[src/rtl/sram_mem_ctrl.sv]
// Single-outstanding load/store controller for an asynchronous, level-sensitive SRAM.
// Writes use setup/pulse/hold phases so the address never moves while sram_we_n is low.
module sram_mem_ctrl #(
    parameter int unsigned ADDR_WIDTH = 16,
    parameter int unsigned DATA_WIDTH = 16,
    parameter int unsigned RD_WAIT    = 2,
    parameter int unsigned WR_PULSE   = 2
) (
    input  logic                  clk,
    input  logic                  rst,
    input  logic                  req_valid,
    output logic                  req_ready,
    input  logic                  req_we,
    input  logic [ADDR_WIDTH-1:0] req_addr,
    input  logic [DATA_WIDTH-1:0] req_wdata,
    output logic                  rsp_valid,
    output logic                  rsp_is_write,
    output logic [DATA_WIDTH-1:0] rsp_rdata,
    output logic                  sram_we_n,
    output logic [ADDR_WIDTH-1:0] sram_addr,
    output logic [DATA_WIDTH-1:0] sram_data_in,
    input  logic [DATA_WIDTH-1:0] sram_data_out
);

    localparam int unsigned CNT_W = 8;
    localparam logic [CNT_W-1:0] RD_INIT = CNT_W'(RD_WAIT - 1);
    localparam logic [CNT_W-1:0] WR_INIT = CNT_W'(WR_PULSE - 1);

    typedef enum logic [2:0] {
        ST_IDLE,
        ST_RD,
        ST_WR_SETUP,
        ST_WR_PULSE,
        ST_WR_HOLD
    } state_e;

    state_e                state_q, state_d;
    logic [CNT_W-1:0]      cnt_q, cnt_d;
    logic                  we_n_q, we_n_d;
    logic [ADDR_WIDTH-1:0] addr_q, addr_d;
    logic [DATA_WIDTH-1:0] wdata_q, wdata_d;
    logic                  rsp_valid_q, rsp_valid_d;
    logic                  rsp_is_write_q, rsp_is_write_d;
    logic [DATA_WIDTH-1:0] rsp_rdata_q, rsp_rdata_d;

    // Ready is combinational so a new request can be taken in the response cycle.
    assign req_ready = (state_q == ST_IDLE) & ~rst;

    always_comb begin
        state_d        = state_q;
        cnt_d          = cnt_q;
        we_n_d         = 1'b1;
        addr_d         = addr_q;
        wdata_d        = wdata_q;
        rsp_valid_d    = 1'b0;
        rsp_is_write_d = rsp_is_write_q;
        rsp_rdata_d    = rsp_rdata_q;

        case (state_q)
            ST_IDLE: begin
                if (req_valid && req_ready) begin
                    addr_d         = req_addr;
                    rsp_is_write_d = req_we;
                    if (req_we) begin
                        wdata_d = req_wdata;
                        state_d = ST_WR_SETUP;
                    end else begin
                        cnt_d   = RD_INIT;
                        state_d = ST_RD;
                    end
                end
            end
            ST_RD: begin
                if (cnt_q == '0) begin
                    rsp_rdata_d = sram_data_out;
                    rsp_valid_d = 1'b1;
                    state_d     = ST_IDLE;
                end else begin
                    cnt_d = cnt_q - CNT_W'(1);
                end
            end
            ST_WR_SETUP: begin
                we_n_d  = 1'b0;
                cnt_d   = WR_INIT;
                state_d = ST_WR_PULSE;
            end
            ST_WR_PULSE: begin
                if (cnt_q == '0) begin
                    state_d = ST_WR_HOLD;
                end else begin
                    we_n_d = 1'b0;
                    cnt_d  = cnt_q - CNT_W'(1);
                end
            end
            ST_WR_HOLD: begin
                rsp_valid_d = 1'b1;
                state_d     = ST_IDLE;
            end
            default: state_d = ST_IDLE;
        endcase
    end

    always_ff @(posedge clk) begin
        if (rst) begin
            state_q        <= ST_IDLE;
            cnt_q          <= '0;
            we_n_q         <= 1'b1;
            addr_q         <= '0;
            wdata_q        <= '0;
            rsp_valid_q    <= 1'b0;
            rsp_is_write_q <= 1'b0;
            rsp_rdata_q    <= '0;
        end else begin
            state_q        <= state_d;
            cnt_q          <= cnt_d;
            we_n_q         <= we_n_d;
            addr_q         <= addr_d;
            wdata_q        <= wdata_d;
            rsp_valid_q    <= rsp_valid_d;
            rsp_is_write_q <= rsp_is_write_d;
            rsp_rdata_q    <= rsp_rdata_d;
        end
    end

    assign sram_we_n    = we_n_q;
    assign sram_addr    = addr_q;
    assign sram_data_in = wdata_q;
    assign rsp_valid    = rsp_valid_q;
    assign rsp_is_write = rsp_is_write_q;
    assign rsp_rdata    = rsp_rdata_q;

endmodule
[config.mk]
export PLATFORM = sky130hd
export DESIGN_NAME = sram_mem_ctrl
export DESIGN_NICKNAME = d
export VERILOG_FILES = /design/src/rtl/sram_mem_ctrl.sv
export SDC_FILE = /design/constraint.sdc
export NUM_CORES = 1
export LEC_CHECK = 0
export BUFFER_PORTS_ARGS = -buffer_cell sky130_fd_sc_hd__buf_4
export CAP_MARGIN = 20
export CORE_ASPECT_RATIO = 0.8
export CORE_MARGIN = 1.5
export CORE_UTILIZATION = 30
export CTS_CLUSTER_DIAMETER = 120
export DETAILED_ROUTE_END_ITERATION = 8
export SLEW_MARGIN = 25
export SYNTH_ARGS = -nofsm -noshare
export SYNTH_HDL_FRONTEND = slang
export SYNTH_SLANG_ARGS = --single-unit
[constraint.sdc]
create_clock -name clk -period 1.99 [get_ports clk]
set_input_delay 0.199 -clock clk [delete_from_list [all_inputs] [get_ports clk]]
set_output_delay 0.199 -clock clk [all_outputs]
set_load 0.03 [all_outputs]
# After elaboration in Yosys (flattened, before gate mapping)
# Cells that the tools add are included.
# classes
n_addsub	1
n_eq_ne	9
mux	12
n_bitwise	2
n_reduce_logical	10
# op_table
op	n
8-bit 2-to-1 mux	3
8-bit one-hot mux with 3 select lines	1
3-bit one-hot mux with 4 select lines	1
3-bit 2-to-1 mux	3
8-bit zero test	1
2-bit != test, second input constant	4
8-bit by 1-bit subtractor with 8-bit output, second input constant	1
3-bit by 2-bit == test with 1-bit output, second input constant	2
3-bit AND reduction	2
1-bit one-hot mux with 2 select lines	2
2-bit AND reduction	2
4-bit AND reduction	1
3-bit by 1-bit == test with 1-bit output, second input constant	1
3-bit == test, second input constant	1
3-bit zero test	1
3-bit nonzero test	1
2-bit 2-to-1 mux	1
2-bit by 1-bit != test with 1-bit output, second input constant	1
2-bit OR reduction	1
1-bit AND	1
1-bit logical AND	1
1-bit 2-to-1 mux	1
1-bit NOT	1
# word_totals
ff_bits	62
in_bits	52
out_inout_bits	52
word_cells	42

# Depth between registers and ports, before layout
# Gate-level depths: netlist (run 1).
# logic_depth
depth_word	5
mapped_depth	8
ltp_nobuf	6

# Worst setup path after synthesis (run 1)
# OpenSTA, ideal clock, no wires.
# synth_timing
path_type	flip-flop to flip-flop
startpoint	reg cnt_q[0]
endpoint	reg we_n_q, in the netlist sram_we_n
setup_ns	0.142
arrival_time_ns	1.631
t_required_ns	1.848
slack_ns	0.217
path_stages_with_launch	7
path_buffers	1
synth_period_minus_slack_ns	1.773
path_cell_list	dfxtp_1 -> inv_1 -> ha_1 -> nor4b_4 -> and3_1 -> buf_2 -> or4b_2
# synth_between
elab_chain_cells	3
# synth_rtl
item	line	text
start: declaration	38	logic [CNT_W-1:0] cnt_q, cnt_d;
start signal: assignment	115	cnt_q <= cnt_d;
8-bit zero test	88	if (cnt_q == '0) begin
1-bit 2-to-1 mux	88	
1-bit one-hot mux with 2 select lines	59	case (state_q)
end signal: assignment	116	we_n_q <= we_n_d;
end: declaration	39	logic we_n_q, we_n_d;
# Every way passes these cells.
# A chain may end at the register's enable or synchronous reset.

# Final worst setup path (run 1)
# Same ends and word-level chain as after synthesis.

==> results of run 1 <==
## path summary, 6_finish.rpt
kind	from	to	cells after the start
setup reg to reg	cnt_q[0]$_SDFFE_PP0P_	sram_we_n$_SDFF_PP1_	5
hold reg to reg	sram_addr[12]$_SDFFE_PP0P_	sram_addr[12]$_SDFFE_PP0P_	2
hold / removal	req_addr[12]	sram_addr[12]$_SDFFE_PP0P_	3
setup / recovery	cnt_q[0]$_SDFFE_PP0P_	sram_we_n$_SDFF_PP1_	5
## logic make-up (layout without fill, tap and decap cells)
logic type      count (synthesis)  count (layout)
simple gates                  135             135
fa+ha+maj                       2               2
buf+inv                        26             130
flops                          62              62
compound gates                 71              71
mux                             1               1
## metal layers
layer  vias to the layer above  GRT usage (%)  part of all wire (%)
met4                         0          6.692                   2.2
li1                       1223              -                     -
met3                        14          5.745                   7.3
met2                        82          23.33                    44
met5                         -              0                     0
met1                      1081          18.99                    47
## tightest hold or removal path, delay by kind of cell
kind | cells | cell delay, ns
buffers and inverters | 1 | 0.11
AND/OR/NAND/NOR | 1 | 0.04
AO/OA/AOI/OAI | 1 | 0.05
## power groups by stage
stage	logic (mW)	registers [mW]	clock network (mW)
finish	0.656	1.37	0.961
global route	0.712	1.38	1.06
CTS	0.662	1.37	1.00
detailed placement	0.657	1.40	0
global placement	0.653	1.40	0
floorplan	0.305	1.50	0
## registers in the layout, summed over array words and instances, names as in the netlist
register,cells
rsp_rdata,16
sram_addr,16
sram_data_in,16
cnt_q,8
state_q,3
rsp_is_write,1
rsp_valid,1
sram_we_n,1
## final cells by class
| class | count | share of cell area [%] |
|---|---|---|
| well taps | 108 | 3.854 |
| clock inverters | 5 | 0.9993 |
| clock buffers | 11 | 4.033 |
| flip-flops and latches | 62 | 35.40 |
| multi-input cells | 209 | 31.37 |
| inverters | 4 | 0.4283 |
| repair buffers | 110 | 23.91 |
## stage by stage
stage / power (mW) / util [%] / hold WS (ns)
after floorplan: 1.806 / - / 0.3350
after global placement: 2.051 / 41.71 / 0.4436
after detailed placement: 2.058 / 41.71 / 0.4470
after CTS: 3.039 / 43.92 / 0.08951
after global routing: 3.158 / 43.92 / 0.09449
final: 2.990 / 43.92 / 0.1100
## synth_stat cells (all sizes together), types with 3 or more instances
| cell | n |
|---|---|
| nand2 | 71 |
| dfxtp | 62 |
| a21oi | 57 |
| nand3 | 34 |
| buf | 12 |
| clkbuf | 10 |
| nor2 | 6 |
| inv | 4 |
| nor4 | 4 |
| o21ai | 3 |
| o31ai | 3 |
==> impl_metrics.env, run 1 <==
export IMPL_outcome="complete, no violations"
export IMPL_ys_types=39
export IMPL_ys_top_cells_by_area="dfxtp_1 (50%), a21oi_1 (12%), nand2_1 (11%), nand3_1 (6.9%), buf_4 (1.8%)"
export IMPL_dpl_cell_area_um2=3329
export IMPL_cap_violations=0
export IMPL_drtPass1Iterations=4
export IMPL_crit_type="flip-flop to flip-flop"
export IMPL_clk_pin_slew_ns=0.07
export IMPL_path_cells="inv_1 -> ha_1 -> nor4b_4 -> and3_1 -> or4b_2"
export IMPL_synth_xor_area_share_pct=0
export IMPL_ys_async_sr_fraction_pct=0
export IMPL_tightest_slew_ns=0.6646
export IMPL_avgSynthCellArea_um2=8.333
export IMPL_pre_cts_ws_ns=0.2018
export IMPL_placed_cells=493
export IMPL_cts_sinks=62
export IMPL_min_period_ns=1.799
export IMPL_cp_start_kind="flip-flop"
export IMPL_yosys_area_share_simple_pct=27.35
export IMPL_cts_root_buf="clkbuf_8"
export IMPL_initial_core_util_pct=31.00
export IMPL_cts_made_buffers=9
export IMPL_synth_compound_area_share_pct=15.67
export IMPL_finalSetupTns_ns=0
export IMPL_wl_per_cell_um=12.65
export IMPL_nets=450
export IMPL_ir_worst_vdd_v=0.0003611
export IMPL_gp_congestion=0.7716
export IMPL_switchingPower_mw=0.9128
export IMPL_worstPathMaxFanout=6
export IMPL_ys_warn_count=0
export IMPL_cts_setup_buffers=0
export IMPL_core_um2=7983
export IMPL_p_int_mw=2.077
export IMPL_critPathBufInv=1
export IMPL_antenna_found_initial=0
export IMPL_setup_ws_ns=0.1914
export IMPL_area_growth_syn_to_layout_pct=41.66
export IMPL_fp_dieH_um=84.24
export IMPL_ys_seq_elements=62
export IMPL_num_antenna_cells=0
export IMPL_grt_overflow=0
export IMPL_final_cell_mix="buf_4 (109), nand2_1 (71), dfxtp_1 (62), a21oi_1 (57), nand3_1 (34)"
export IMPL_finalSetupViolCount=0
export IMPL_detail_route_antenna_nets=0
export IMPL_ctsHoldBuffers=0
export IMPL_ios=104
export IMPL_slew_violations=0
export IMPL_rsz0062_at_grt="no"
export IMPL_yosysTopAreaCellShare_pct=50.15
export IMPL_fmax_mhz=556.0
export IMPL_grt_max_degree=34
export IMPL_cts_repair_resize_count=0
export IMPL_netlist_area_um2=2475
export IMPL_grt_pass1_vias=2299
export IMPL_critPathMaxStageDelay_ns=0.62
export IMPL_cts_tree="yes"
export IMPL_ys_flop_type="dfxtp_1"
export IMPL_p_leak_nw=1.432
export IMPL_grt_pass1_wl_um=10780
export IMPL_via_per_inst=4.715
export IMPL_critPathCaptureType="flip-flop"
export IMPL_fin_skew_ns=0.008662
export IMPL_worst_r2r_setup_slack_ns=0.19
export IMPL_drive_gt1_share_pct=33.42
export IMPL_remaining_drc_errors=0
export IMPL_synth_top_family_by_area="simple AND/OR/NAND/NOR gates"
export IMPL_wl_um=6437
export IMPL_port_buffers=103
export IMPL_track_usage_pct=15.17
export IMPL_combPwrFrac_pct=21.9
export IMPL_p_clk_share_pct=32.2
export IMPL_initialDrtViolationCount=121
export IMPL_synth_fa_ha_area_share_pct=1.011
export IMPL_fillers=820
export IMPL_dp_hpwl_um=4456
export IMPL_row_count=29
export IMPL_yosys_area_top_type="dfxtp_1"
export IMPL_syn_inst=297
export IMPL_min_path_type="input port to flip-flop"
export IMPL_cp_arrival_ns=2.00
export IMPL_multi_input_area_um2=1100
export IMPL_seq_area_frac_synth_pct=50.15
export IMPL_synth_mux_area_fraction_pct=0.4044
export IMPL_clk_latency_ns=0.33
export IMPL_die_area_um2=8807
export IMPL_slew_headroom_pct=55.64
export IMPL_final_cells=509
export IMPL_synth_edff_count=0
export IMPL_vias=2400
export IMPL_pwr_share_seq_pct=45.9
export IMPL_critPathTopFamily="simple AND/OR/NAND/NOR gates"
export IMPL_clock_path_buffers=2
export IMPL_hold_viol_final=0
export IMPL_p_per_area_nw_per_um2=852.9
export IMPL_switching_share_pct=30.53
export IMPL_die_w_um=104.5
export IMPL_cp_required_ns=2.19
export IMPL_final_common_cell="buf_4"
export IMPL_cp_slowest_cell="or4b_2"
export IMPL_synth_nets=351
export IMPL_h_tree_depth=3
export IMPL_finalCritPeriodShare_pct=90.38
export IMPL_register_area_um2=1241
export IMPL_fin_area_um2=3506
(Power assumes the default switching activity.)
==> run 2, diff against run 1 <==
Clock period 1.99 ns to 2.2 ns, I/O delays scaled along.
==> impl_metrics.env, run 2 (synthesized netlist as in run 1, its figures left out) <==
export IMPL_wl_per_cell_um=12.64
export IMPL_tightest_slew_ns=0.6775
export IMPL_p_per_area_nw_per_um2=833.8
export IMPL_finalCritPeriodShare_pct=86.53
export IMPL_dpl_cell_area_um2=3329
export IMPL_fillers=807
export IMPL_worstPathMaxFanout=11
export IMPL_die_area_um2=8807
export IMPL_cp_required_ns=2.47
export IMPL_remaining_drc_errors=0
export IMPL_fp_dieH_um=84.24
export IMPL_clk_pin_slew_ns=0.08
export IMPL_cts_sinks=62
export IMPL_dp_hpwl_um=4418
export IMPL_cts_tree="yes"
export IMPL_initial_core_util_pct=31.00
export IMPL_initialDrtViolationCount=107
export IMPL_hold_viol_final=0
export IMPL_fin_area_um2=3560
export IMPL_pwr_share_seq_pct=41.8
export IMPL_cts_made_buffers=9
export IMPL_final_common_cell="buf_4"
export IMPL_antenna_found_initial=0
export IMPL_cts_setup_buffers=0
export IMPL_finalSetupViolCount=0
export IMPL_ctsHoldBuffers=0
export IMPL_ir_worst_vdd_v=0.0003465
export IMPL_final_cell_mix="buf_4 (109), nand2_1 (71), dfxtp_1 (62), a21oi_1 (57), nand3_1 (34)"
export IMPL_detail_route_antenna_nets=0
export IMPL_num_antenna_cells=0
export IMPL_grt_pass1_wl_um=10810
export IMPL_holdPathStages=3
export IMPL_pre_cts_ws_ns=0.3002
export IMPL_min_period_ns=1.904
export IMPL_p_int_mw=2.112
export IMPL_nets=450
export IMPL_register_area_um2=1241
export IMPL_cts_root_buf="clkbuf_8"
export IMPL_clock_path_buffers=2
export IMPL_switching_share_pct=28.84
export IMPL_port_buffers=103
export IMPL_cts_repair_resize_count=0
export IMPL_fin_skew_ns=0.01241
export IMPL_ios=104
export IMPL_grt_max_degree=36
export IMPL_clk_latency_ns=0.34
export IMPL_critPathCaptureType="flip-flop"
export IMPL_track_usage_pct=15.26
export IMPL_switchingPower_mw=0.8559
export IMPL_slew_headroom_pct=54.56
export IMPL_crit_type="flip-flop to flip-flop"
export IMPL_drive_gt1_share_pct=33.67
export IMPL_setup_ws_ns=0.2964
export IMPL_fmax_mhz=525.3
export IMPL_reg2reg_depth=7
export IMPL_grt_overflow=0
export IMPL_whs_ns=0.1239
export IMPL_wl_um=6435
export IMPL_via_per_inst=4.688
export IMPL_cp_arrival_ns=2.18
export IMPL_rsz0062_at_grt="no"
export IMPL_combPwrFrac_pct=19.9
export IMPL_grt_pass1_vias=2269
export IMPL_gp_congestion=0.8011
export IMPL_total_power_mw=2.968
export IMPL_cap_violations=0
export IMPL_drtPass1Iterations=4
export IMPL_cp_start_kind="flip-flop"
export IMPL_p_leak_nw=1.450
export IMPL_vias=2386
export IMPL_p_clk_share_pct=38.3
export IMPL_finalSetupTns_ns=0
export IMPL_outcome="complete, no violations"
export IMPL_multi_input_area_um2=1100
export IMPL_core_um2=7983
export IMPL_slew_violations=0
export IMPL_h_tree_depth=3
export IMPL_area_growth_syn_to_layout_pct=43.83
export IMPL_die_w_um=104.5
export IMPL_row_count=29
export IMPL_min_path_type="input port to flip-flop"
-- run 2: cell count changes in the layout (fill, tap and decap cells not counted), sizes merged --
| cell | before | now |
|---|---|---|
| clkinv | 4 | 1 |
| inv | 4 | 5 |
| clkinvlp | 1 | 2 |
| clkbuf | 11 | 10 |
| bufinv | 0 | 2 |
-- run 2: cell type report --
type                       count  area share (%)
clock buffer                  10           3.866
sequential                    62           34.87
timing repair buffer         110           23.55
multi-input combinational    209           30.90
inverter                       4          0.4218
clock inverter                 6           2.601
tap                          108           3.796
-- run 2: path summary, 6_finish.rpt --
path | endpoint | slack [ns] | startpoint
max reg2reg | rsp_rdata[10]$_SDFFE_PP0P_ | 0.30 | cnt_q[1]$_SDFFE_PP0P_
min | sram_addr[9]$_SDFFE_PP0P_ | 0.12 | req_addr[9]
min reg2reg | sram_data_in[9]$_SDFFE_PP0P_ | 0.46 | sram_data_in[9]$_SDFFE_PP0P_
max | rsp_rdata[10]$_SDFFE_PP0P_ | 0.30 | cnt_q[1]$_SDFFE_PP0P_
-- run 2: power by group through the flow --
stage          registers [mW]  clock network [mW]  logic (mW)
3_5_place_dp             1.27                   0       0.593
2_1_floorplan            1.36                   0       0.276
5_1_grt                  1.25                1.23       0.651
4_1_cts                  1.24                1.18       0.595
3_3_place_gp             1.26                   0       0.591
6_report                 1.24                1.14       0.591
-- run 2: worst max-delay path, cell delays in order, from the launching register on --
cell	delay [ns]
dfxtp_1	0.34
inv_1	0.09
ha_1	0.18
nor4b_4	0.34
and3_1	0.41
buf_4	0.24
nand3_1	0.10
a21oi_1	0.14
-- run 2: per-stage QoR --
stage	std cells	util [%]
floorplan	297	-
global placement	493	41.71
detailed placement	493	41.71
CTS	509	44.59
global route	509	44.59
finish	509	44.59
-- run 2: per-layer routing --
layer | vias to the layer above | wire (um) | global-route usage, %
met5 | - | 0 | 0
met2 | 91 | 2908 | 23.68
li1 | 1217 | - | -
met3 | 4 | 521 | 6.444
met1 | 1074 | 2989 | 18.96
met4 | 0 | 15 | 5.556
